[src/rtl/conv_sched_pkg.sv]
// Shared definitions for the 3x3 convolution scheduler: FSM state encoding,
// kernel geometry and field widths used by conv_sched and conv_pos_counter.
package conv_sched_pkg;

  // Rows (and columns) of the convolution kernel; one MAC state per row.
  localparam int MAC_ROWS = 3;

  // Width of the i/j position counters and of the result address.
  localparam int POS_W  = 5;
  localparam int ADDR_W = 10;

  typedef enum logic [2:0] {
    IDLE  = 3'd0,
    ADDR  = 3'd1,
    LOAD  = 3'd2,
    MAC0  = 3'd3,
    MAC1  = 3'd4,
    MAC2  = 3'd5,
    STORE = 3'd6,
    FIN   = 3'd7
  } state_t;

  // True for the states that belong to an active scan (busy is high).
  function automatic logic in_scan(input state_t s);
    return (s != IDLE) && (s != FIN);
  endfunction

endpackage

[src/rtl/conv_pos_counter.sv]
// Output-position counter for the convolution scan. Walks j across the
// (W-2)-wide output row, wraps to the next row i, and flags the final
// position of the (H-2)x(W-2) output image.
module conv_pos_counter
  import conv_sched_pkg::*;
#(
  parameter int H = 28,
  parameter int W = 28
) (
  input  logic             clk,
  input  logic             rst_n,
  input  logic             clear,
  input  logic             step,
  output logic [POS_W-1:0] i,
  output logic [POS_W-1:0] j,
  output logic             last
);

  // Last valid output row/column: a 3x3 kernel leaves (dim - MAC_ROWS + 1) outputs.
  localparam logic [POS_W-1:0] I_LAST = POS_W'(H - MAC_ROWS);
  localparam logic [POS_W-1:0] J_LAST = POS_W'(W - MAC_ROWS);
  localparam logic [POS_W-1:0] ONE    = POS_W'(1);

  // Position register: clear wins over step; step advances j with row wrap.
  always_ff @(posedge clk or negedge rst_n) begin
    if (!rst_n) begin
      // NOTE: sequential state is written with <= so every flop samples the
      // pre-edge values of its inputs regardless of statement order.
      i <= '0;
      j <= '0;
    end else if (clear) begin
      i <= '0;
      j <= '0;
    end else if (step) begin
      if (j == J_LAST) begin
        j <= '0;
        i <= i + ONE;
      end else begin
        j <= j + ONE;
      end
    end
  end

  assign last = (i == I_LAST) && (j == J_LAST);

endmodule

[src/rtl/conv_sched.sv]
// Control FSM for a 3x3 convolution engine. For every output position it
// issues addr_en, load, three acc_en cycles (kernel rows 0..2 via mux_sel)
// and a store that may be back-pressured by store_ready. A one-cycle done
// pulse follows the last accepted store.
// Optional feature: define CONV_SCHED_ABORT_EN to add an abort input that
// drops any scan in progress back to IDLE without a done pulse.
module conv_sched
  import conv_sched_pkg::*;
#(
  parameter int H = 28,
  parameter int W = 28
) (
  input  logic              clk,
  input  logic              rst_n,
  input  logic              start,
  input  logic              store_ready,
`ifdef CONV_SCHED_ABORT_EN
  input  logic              abort,
`endif
  output logic              busy,
  output logic              done,
  output logic              addr_en,
  output logic              load,
  output logic [1:0]        mux_sel,
  output logic              acc_en,
  output logic              store,
  output logic [POS_W-1:0]  i,
  output logic [POS_W-1:0]  j,
  output logic [ADDR_W-1:0] out_addr
);

  // Output row pitch: one result per valid kernel placement across a row.
  localparam logic [ADDR_W-1:0] ROW_PITCH = ADDR_W'(W - MAC_ROWS + 1);

  state_t state_q;
  state_t state_d;

  logic abort_req;
  logic scanning;
  logic accepted;
  logic start_acc;
  logic pos_clear;
  logic pos_step;
  logic pos_last;

`ifdef CONV_SCHED_ABORT_EN
  assign abort_req = abort;
`else
  assign abort_req = 1'b0;
`endif

  assign scanning  = in_scan(state_q);
  assign accepted  = (state_q == STORE) && store_ready;
  assign start_acc = (state_q == IDLE) && start;

  // An abort clears the position and suppresses the step of a store that
  // would otherwise have been accepted on the same cycle.
  assign pos_clear = start_acc || (abort_req && scanning);
  assign pos_step  = accepted && !abort_req;

  conv_pos_counter #(
    .H (H),
    .W (W)
  ) u_pos (
    .clk   (clk),
    .rst_n (rst_n),
    .clear (pos_clear),
    .step  (pos_step),
    .i     (i),
    .j     (j),
    .last  (pos_last)
  );

  // State register.
  always_ff @(posedge clk or negedge rst_n) begin
    if (!rst_n) state_q <= IDLE;
    else        state_q <= state_d;
  end

  // Next-state logic: fixed per-position sequence, STORE waits on store_ready.
  always_comb begin
    // NOTE: every combinational output gets a default before the case so no
    // path leaves it unassigned, which would infer a latch.
    state_d = state_q;
    case (state_q)
      IDLE:    if (start) state_d = ADDR;
      ADDR:    state_d = LOAD;
      LOAD:    state_d = MAC0;
      MAC0:    state_d = MAC1;
      MAC1:    state_d = MAC2;
      MAC2:    state_d = STORE;
      STORE:   if (store_ready) state_d = pos_last ? FIN : ADDR;
      FIN:     state_d = IDLE;
      default: state_d = IDLE;
    endcase
    if (abort_req && scanning) state_d = IDLE;
  end

  // Output decode: one strobe per state, mux_sel selects the kernel row.
  always_comb begin
    busy    = scanning;
    done    = 1'b0;
    addr_en = 1'b0;
    load    = 1'b0;
    acc_en  = 1'b0;
    store   = 1'b0;
    mux_sel = 2'd0;
    case (state_q)
      ADDR:  addr_en = 1'b1;
      LOAD:  load    = 1'b1;
      MAC0:  begin acc_en = 1'b1; mux_sel = 2'd0; end
      MAC1:  begin acc_en = 1'b1; mux_sel = 2'd1; end
      MAC2:  begin acc_en = 1'b1; mux_sel = 2'd2; end
      STORE: store   = 1'b1;
      FIN:   done    = 1'b1;
      default: ;
    endcase
  end

  // Result address from the registered position, truncated to ADDR_W bits.
  assign out_addr = (ADDR_W'(i) * ROW_PITCH) + ADDR_W'(j);

endmodule
[config.mk]
export PLATFORM = sky130hd
export DESIGN_NAME = conv_sched
export DESIGN_NICKNAME = d
export VERILOG_FILES = /design/src/rtl/conv_sched_pkg.sv /design/src/rtl/conv_pos_counter.sv /design/src/rtl/conv_sched.sv
export SDC_FILE = /design/constraint.sdc
export NUM_CORES = 1
export LEC_CHECK = 0
export CORE_UTILIZATION = 40
export CTS_CLUSTER_SIZE = 30
export DETAILED_ROUTE_END_ITERATION = 6
export PLACE_DENSITY = 0.67
export SKIP_CTS_REPAIR_TIMING = 1
export SYNTH_ARGS = -nofsm -noshare
export SYNTH_HDL_FRONTEND = slang
export SYNTH_SLANG_ARGS = --single-unit
[constraint.sdc]
create_clock -name clk -period 4.4 [get_ports clk]
set_input_delay 0.44 -clock clk [delete_from_list [all_inputs] [get_ports clk]]
set_output_delay 0.44 -clock clk [all_outputs]
set_load 0.02 [all_outputs]
After elaboration in Yosys (flattened, before gate mapping). Index checks and enable logic that the tools add are counted.

Input port bits: 4. Register bits: 13. Word-level logic and storage cells: 46.

Multipliers: 1. $add $sub $neg: 3. Reduce and logical (&&, ||, !) cells: 11. Multiplexer cells: 16. Eq/ne operators: 12.

Operators by type and width (number): $mux W5 (6); $pmux W3 S8 (1); $eq A3 B3 Y1 const B (4); $add A10 B5 Y10 (1); $add A5 B1 Y5 const B (2); $eq A5 B5 Y1 const B (2); $mul A5 B4 Y9 const B (1); $mux W3 (3); $eq A3 B2 Y1 const B (2); $mux W1 (5); $logic_and A1 B1 Y1 (4); $ne A2 B2 Y1 const B (2); $pmux W2 S2 (1); $reduce_and A2 Y1 (2); $reduce_bool A2 Y1 (2); $eq A3 B1 Y1 const B (1); $logic_not A3 Y1 (1); $ne A3 B3 Y1 const B (1); $reduce_bool A3 Y1 (1); $reduce_or A3 Y1 (1).

Longest topological paths before layout. Gate-level depths: netlist of the first run.

Depth in word-level cells: 5. Depth in mapped cells: 12.

Modules after synthesis. From an unflattened synthesis of the first run, not the netlist that was laid out.

Cells, all modules: 158. Area, all modules: 1373.8 um2.

Modules (own cells, without submodules): conv_sched (area each 772.0 um2, times used 1, cells each 96); conv_pos_counter (area each 601.8 um2, times used 1, cells each 62).

Worst setup path before layout of the first run. OpenSTA, ideal clock, no wires.

Path kind: flip-flop to output port. Start point: register u_pos.i[1]. End point: output port out_addr[9]. Stages on the path, launching flop included: 12. Arrival time: 2.861 ns. Path slack: 1.099 ns. Path buffers: 0. Path through: dfrtp_1 -> inv_1 -> ha_1 -> inv_1 -> ha_1 -> ha_1 -> ha_1 -> nor2_1 -> a21oi_1 -> nor3b_1 -> nand3_1 -> xnor2_1.

Cells in the longest elaborated chain, start to end: 2.

RTL lines: start: declaration (line conv_pos_counter.sv:14) `output logic [POS_W-1:0] i,`; start signal: assignment (line conv_pos_counter.sv:37) `i <= i + ONE;`; $mul A5 B4 Y9 (line conv_sched.sv:121) `assign out_addr = (ADDR_W'(i) * ROW_PITCH) + ADDR_W'(j);`; $add A10 B5 Y10 (line conv_sched.sv:121); end: declaration (line conv_sched.sv:29) `output logic [ADDR_W-1:0] out_addr`.

No other way between the ends.

Worst setup path after layout of the first run. Ends and elaborated chain as after synthesis.

==> out/results.tsv, run 1 <==
stage	metric	value	unit
outcome	status	completed	
power	combPwrFrac	0.763	
clock_tree	cts.sinks	13	
logic_synthesis	async_reset_ff_frac	1.00	
worst_setup_path	worstPathArrival	3.56	ns
timing	finalSetupViolations	0	
worst_setup_path	r2r-end	u_pos.i[3]$_DFFE_PN0P_	
logic_synthesis	synth_area	0.00133	mm^2
logic_synthesis	post-synth-top-area-cell	dfrtp_1	
worst_setup_path	cp_max_fo	6	
floorplan	ios	32	
detailed_routing	avgViaCountPerCell	4.92	
cells_and_area	drive_gt1_frac	0.0391	
logic_synthesis	synth.area.top_cells	dfrtp_1 (24%), ha_1 (23%), xnor2_1 (6.6%), nor2_1 (5.4%), xor2_1 (5.3%)	
global_routing	grt_usage	0.168	
logic_synthesis	synth-edff-count	0	
logic_synthesis	ys_ff_latch	13	
floorplan	start_util	0.429	
worst_setup_path	cp-startpoint	u_pos.i[1]$_DFFE_PN0P_	
logic_synthesis	synth_area_per_cell	9.00	um^2
worst_setup_path	cp-start-kind	register	
timing	drv_slew	0	
power	pwr-share-seq	0.188	
floorplan	core-area	0.00310	mm^2
floorplan	die_h	59.7	um
logic_synthesis	synthTopCellsByCount	ha_1 (24), nor2_1 (19), inv_1 (15)	
power	p_total	1.47	mW
power	pwr-share-clk	0.049	
place	hpwlAfterDp	2120	um
worst_setup_path	critPathKind	reg -> out	
logic_synthesis	yosys_warnings	0	
worst_setup_path	r2r-start	state_q[2]$_DFFE_PN0P_	
global_routing	grt_max_degree	17	
floorplan	dieArea	0.00356	mm^2
cells_and_area	stdcell_area	0.00170	mm^2
worst_setup_path	worst_ep_required_time	3.96	ns
detailed_routing	ant_nets	0	
timing	worst_slew_pin_slew	0.571	ns
worst_hold_path	hold_path.class	in -> async	
timing	fin_skew	0.00382	ns
detailed_routing	wl_per_cell	11.5	um
clock_tree	clkLatencyLatePin	0.27	ns
timing	fin_tns_setup	0	ns
detailed_routing	routed_wl	2560	um
cells_and_area	final_cells	223	
cells_and_area	antenna_cells	0	
detailed_routing	drc	0	
power	power.density	862	mW/mm^2
logic_synthesis	postSynthNetCount	178	
worst_setup_path	r2r_setup_slack	2.20	ns
cells_and_area	area_growth	28.0	%
timing	finalHoldViolations	0	
floorplan	die_x	59.7	um
floorplan	row_count	20	
clock_tree	cts_made_buffers	3	
logic_synthesis	seq_area_frac_synth	0.244	
place	placed_cell_area	0.00168	mm^2
worst_setup_path	r2r_cells	5	
worst_setup_path	critPathCaptureType	output pin	
clock_tree	ctsLongestPathBuffers	2	
global_routing	overflow	0	
place	port_buffers	31	
power	power.static_leakage	0.830	nW
place	dp.cells	219	
timing	period_needed	4.00	ns
global_routing	grt_pass1_vias	1056	
timing	max_slew_margin	0.618	
detailed_routing	num_vias	1098	
logic_synthesis	ys.flop_type	dfrtp_1	
timing	grt_setup_unrepaired	false	
detailed_routing	drt_pass1_iterations	4	
logic_synthesis	synth_cell_type_count	35	
logic_synthesis	syn_inst	148	
logic_synthesis	yosysMostFrequentCell	ha_1	
clock_tree	tritoncts	done	
power	intPower	749	uW
global_routing	grt_antenna_before_repair	0	
timing	period_share	0.909	
detailed_routing	drt_iter0_markers	37	
place	routabilityCongestion	0.783	
clock_tree	cts-htree-levels	1	
run	drv_cap	0	
logic_synthesis	synth_top_cell_area_share	0.244	
power	ir_drop	0.000392	V
power	p_sw_frac	0.490	
timing	fmax	250	MHz
clock_tree	cts-root-buf	clkbuf_4	
power	p_switching	719	uW
clock_tree	clk_pin_slew_worst_paths	0.08	ns
global_routing	grt_pass1_wl	4620	um
cells_and_area	layout.nets	210	
layout make-up:
type,instances,area [um^2]
Timing Repair Buffer,31,310
Inverter,15,56.3
Sequential cell,13,325
Multi-Input combinational cell,116,931
Tap cell,44,55.1
Clock buffer,4,26.3
Fill cell,306,1400
power by group through the flow:
stage | combinational [mW] | sequential (mW) | clock (mW)
2_1_floorplan | 0.706 | 0.270 | 0
3_3_place_gp | 1.12 | 0.272 | 0
3_5_place_dp | 1.13 | 0.277 | 0
4_1_cts | 1.13 | 0.274 | 0.0744
5_1_grt | 1.25 | 0.290 | 0.0817
6_report | 1.12 | 0.276 | 0.0718
metrics by stage:
step | worst slack, ns | util | hold WS [ns]
2_1_floorplan | 1.10 | - | 0.144
3_3_place_gp | 0.752 | 0.541 | 0.568
3_5_place_dp | 0.654 | 0.541 | 0.582
4_1_cts | 0.362 | 0.549 | 0.550
5_1_grt | 0.105 | 0.549 | 0.562
6_report | 0.402 | 0.549 | 0.533
state kept, by name, indices dropped and copies added, names as in the netlist:
name	flops
state_q	3
u_pos.j	5
u_pos.i	5
placed cells by master (no fill, tap or decap), drive strengths merged:
cell type | netlist | routed
nor4b | 1 | 1
ha | 24 | 24
fa | 2 | 2
nand3b | 1 | 1
clkdlybuf4s50 | 0 | 31
o21bai | 1 | 1
nand3 | 6 | 6
nor3 | 4 | 4
nor2b | 1 | 1
nor3b | 3 | 3
nand4 | 3 | 3
nand2b | 3 | 3
nand2 | 6 | 6
mux2i | 3 | 3
a21o | 2 | 2
clkbuf | 3 | 4
xnor2 | 10 | 10
a21oi | 5 | 5
or4b | 1 | 1
dfrtp | 13 | 13
a31oi | 1 | 1
o21ai | 2 | 2
xor2 | 8 | 8
o22ai | 1 | 1
or3b | 1 | 1
a221oi | 1 | 1
nand4b | 2 | 2
nor2 | 19 | 19
and3 | 1 | 1
or3 | 1 | 1
and3b | 1 | 1
and2 | 1 | 1
a211oi | 1 | 1
inv | 15 | 15
routing by layer:
metal | up-vias | share of wire | track usage
li1 | 568 | - | -
met1 | 510 | 0.47 | 0.224
met2 | 20 | 0.49 | 0.289
met3 | 0 | 0.036 | 0.0195
met4 | 0 | 0 | 0.0399
met5 | - | 0 | 0
worst max path at each step:
| stage | endpoint | slack (ns) | cells after the start |
|---|---|---|---|
| 3_5_place_dp | out_addr[9] | 0.65 | 13 |
| 6_report | out_addr[9] | 0.40 | 12 |
| 3_3_place_gp | out_addr[9] | 0.75 | 12 |
| 2_1_floorplan | out_addr[9] | 1.10 | 11 |
| 4_1_cts | out_addr[9] | 0.36 | 12 |
| 5_1_grt | out_addr[9] | 0.11 | 12 |
cell families after synthesis:
| family | Yosys count | synth area share |
|---|---|---|
| mux | 3 | 0.0226 |
| xor+xnor | 18 | 0.118 |
| buf+inv | 19 | 0.0564 |
| fa+ha+maj | 26 | 0.256 |
| flops | 13 | 0.244 |
| simple gates | 55 | 0.225 |
| compound gates | 14 | 0.0780 |
worst max-delay path, stage by stage, from the launching register on:
cell and delay [ns]:
dfrtp_1 0.45, inv_1 0.12, ha_1 0.28, inv_1 0.05
ha_1 0.27, ha_1 0.31, ha_1 0.31, nor2_1 0.06
a21oi_1 0.19, nor3b_1 0.33, nand3_1 0.14, xnor2_1 0.17
clkdlybuf4s50_1 0.62
Power figures use the tool's default switching activity.
==> run 2: changes to the inputs <==
- SLEW_MARGIN: unset -> 20
==> results of run 2 <==
Same layout as run 1: the final DEF is identical, and so are final timing and power.
==> run 3: changes to the inputs <==
- CORE_MARGIN: unset -> 4
==> run 3 against run 2 <==
Cell count stayed put. Clock skew is 0.00078 ns higher. Critical path type unchanged. Critical path depth is 1 higher. Sequential power hardly changed. Largest cell class unchanged. Routed wire length is 12% higher. Die area is 21% higher. Core utilization is 0.44 points lower. Non-clock buffer count stayed put.
==> out/results.tsv, run 3 (synthesized netlist as in run 1, its figures left out) <==
stage	metric	value	unit	change
place	routabilityCongestion	0.799		+2.0%
cells_and_area	antenna_cells	0		unchanged
clock_tree	clk_pin_slew_worst_paths	0.08	ns	about the same
cells_and_area	reg_top3	u_pos.i: 5 flops, u_pos.j: 5 flops, state_q: 3 flops		
floorplan	die_x	65.7	um	+10%
place	place_ws	0.605	ns	-0.0491 ns
timing	drv_slew	0		unchanged
run	drv_cap	0		unchanged
place	dp.cells	219		unchanged
worst_setup_path	cp-start-kind	register		
cells_and_area	final_util	0.545		-0.00439
worst_setup_path	cp_slowest_cell	clkdlybuf4s50_1		
global_routing	grt_pass1_vias	1220		+16%
global_routing	grt_max_degree	17		unchanged
global_routing	overflow	0		unchanged
worst_setup_path	worstPathArrival	3.60	ns	+0.04 ns
detailed_routing	drt_pass1_iterations	4		unchanged
power	p_switching	733	uW	+2.0%
timing	period_share	0.918		+0.00914
worst_setup_path	cp_max_fo	6		unchanged
worst_setup_path	critPathKind	reg -> out		
worst_setup_path	path_cells	inv_1 -> ha_1 -> inv_1 -> ha_1 -> ha_1 -> inv_1 -> fa_1 -> nand2b_1 -> a21oi_1 -> xor2_1 -> nand3_1 -> xnor2_1 -> clkdlybuf4s50_1		
global_routing	grt_antenna_before_repair	0		unchanged
cells_and_area	layout.nets	210		unchanged
cells_and_area	drive_gt1_frac	0.0391		unchanged
clock_tree	cts-htree-levels	1		unchanged
cells_and_area	layout_common_cells	clkdlybuf4s50_1 (31), ha_1 (24), nor2_1 (19), inv_1 (15), dfrtp_1 (13)		
place	hpwlAfterDp	2340	um	+10%
outcome	status	completed		
worst_setup_path	slowest_delay	0.61	ns	about the same
timing	fin_tns_setup	0	ns	unchanged
timing	max_slew_margin	0.593		-0.0259
detailed_routing	routed_wl	2860	um	+12%
timing	finalSetupViolations	0		unchanged
worst_hold_path	hold_path.class	in -> async		
detailed_routing	num_vias	1128		+2.7%
clock_tree	cts_made_buffers	3		unchanged
cells_and_area	area_growth	28.0	%	unchanged
timing	fin_skew	0.00460	ns	+0.000779 ns
timing	worst_slew_pin_slew	0.609	ns	+0.0387 ns
timing	fmax	248	MHz	-1.0%
floorplan	start_util	0.426		-0.00343
cells_and_area	final_cells	223		unchanged
clock_tree	ctsLongestPathBuffers	2		unchanged
worst_setup_path	worst_ep_required_time	3.96	ns	about the same
clock_tree	cts.sinks	13		unchanged
floorplan	dieArea	0.00432	mm^2	+21%
power	power.static_leakage	0.830	nW	unchanged
timing	setup_ws	0.362	ns	-0.0402 ns
clock_tree	cts-root-buf	clkbuf_4		
floorplan	row_count	20		unchanged
power	combPwrFrac	0.762		about the same
floorplan	die_h	65.7	um	+10%
power	power.density	869	mW/mm^2	+0.91%
worst_setup_path	critPathTopFamily	adder cells		
timing	whs	0.536	ns	+0.00362 ns
worst_setup_path	worst-path-buf-inv	4		+1
timing	finalHoldViolations	0		unchanged
detailed_routing	drt_iter0_markers	32		-14%
floorplan	ios	32		unchanged
cells_and_area	layout_commonest_cell	clkdlybuf4s50_1		
power	pwr-share-seq	0.187		about the same
timing	period_needed	4.04	ns	+0.0402 ns
detailed_routing	drc	0		unchanged
power	ir_drop	0.000374	V	-4.7%
global_routing	grt_usage	0.150		-0.0179
detailed_routing	wl_per_cell	12.8	um	+12%
clock_tree	tritoncts	done		
timing	grt_setup_unrepaired	false		
detailed_routing	avgViaCountPerCell	5.06		+2.7%
power	pwr-share-clk	0.051		+0.002
worst_setup_path	critPathCaptureType	output pin		
global_routing	grt_pass1_wl	5150	um	+11%
floorplan	core-area	0.00313	mm^2	+0.81%
place	port_buffers	31		unchanged
power	intPower	748	uW	-0.15%
clock_tree	clkLatencyLatePin	0.28	ns	about the same
detailed_routing	ant_nets	0		unchanged
power	p_sw_frac	0.495		+0.00534
## run 3: cell counts in the layout (fill, tap and decap cells not counted)
Identical to the previous run, type by type.
## run 3: final timing paths
path | end | depth (start not counted) | slack, ns | startpoint
min in group clk | u_pos.j[0]$_DFFE_PN0P_ | 1 | 0.60 | u_pos.j[0]$_DFFE_PN0P_
max in group asynchronous | u_pos.j[3]$_DFFE_PN0P_ | 1 | 3.47 | rst_n
worst min register to register | u_pos.j[0]$_DFFE_PN0P_ | 1 | 0.60 | u_pos.j[0]$_DFFE_PN0P_
worst min-delay path | state_q[2]$_DFFE_PN0P_ | 1 | 0.54 | rst_n
worst max-delay path | out_addr[9] | 13 | 0.36 | u_pos.i[1]$_DFFE_PN0P_
worst max register to register | u_pos.i[3]$_DFFE_PN0P_ | 5 | 2.17 | state_q[2]$_DFFE_PN0P_
## run 3: through the flow
step                      total power, mW  instance area [um^2]
after detailed placement             1.42                  1680
after floorplan                     0.976                  1330
after global placement               1.39                  1680
after CTS                            1.50                  1700
after global routing                 1.63                  1700
final                                1.48                  1700
## run 3: worst register-to-register path, delay by kind of cell (launching register included)
kind             cells  cell delay, ns
XOR/XNOR             1            0.18
flip-flops           1            0.54
AO/OA/AOI/OAI        1            0.50
AND/OR/NAND/NOR      3            0.89
## run 3: cell type report
type | instances | area [um^2]
clock buffers | 4 | 26.3
fillers | 308 | 1420
inverters | 15 | 56.3
multi-input cells | 116 | 931
flip-flops and latches | 13 | 325
well taps | 44 | 55.1
repair buffers | 31 | 310
## run 3: power groups by stage
| stage | Clock, mW | Combinational, mW | Sequential, mW |
|---|---|---|---|
| floorplan | 0 | 0.706 | 0.270 |
| global placement | 0 | 1.12 | 0.271 |
| detailed placement | 0 | 1.14 | 0.280 |
| CTS | 0.0775 | 1.15 | 0.277 |
| global route | 0.0820 | 1.26 | 0.291 |
| finish | 0.0759 | 1.13 | 0.277 |
## run 3: routing by layer
metal  vias up  global-route usage  wire length [um]
met2        31               0.285              1420
met4         0              0.0389                24
met3         3              0.0325               144
li1        565                   -                 -
met5         -                   0                 0
met1       529               0.165              1260
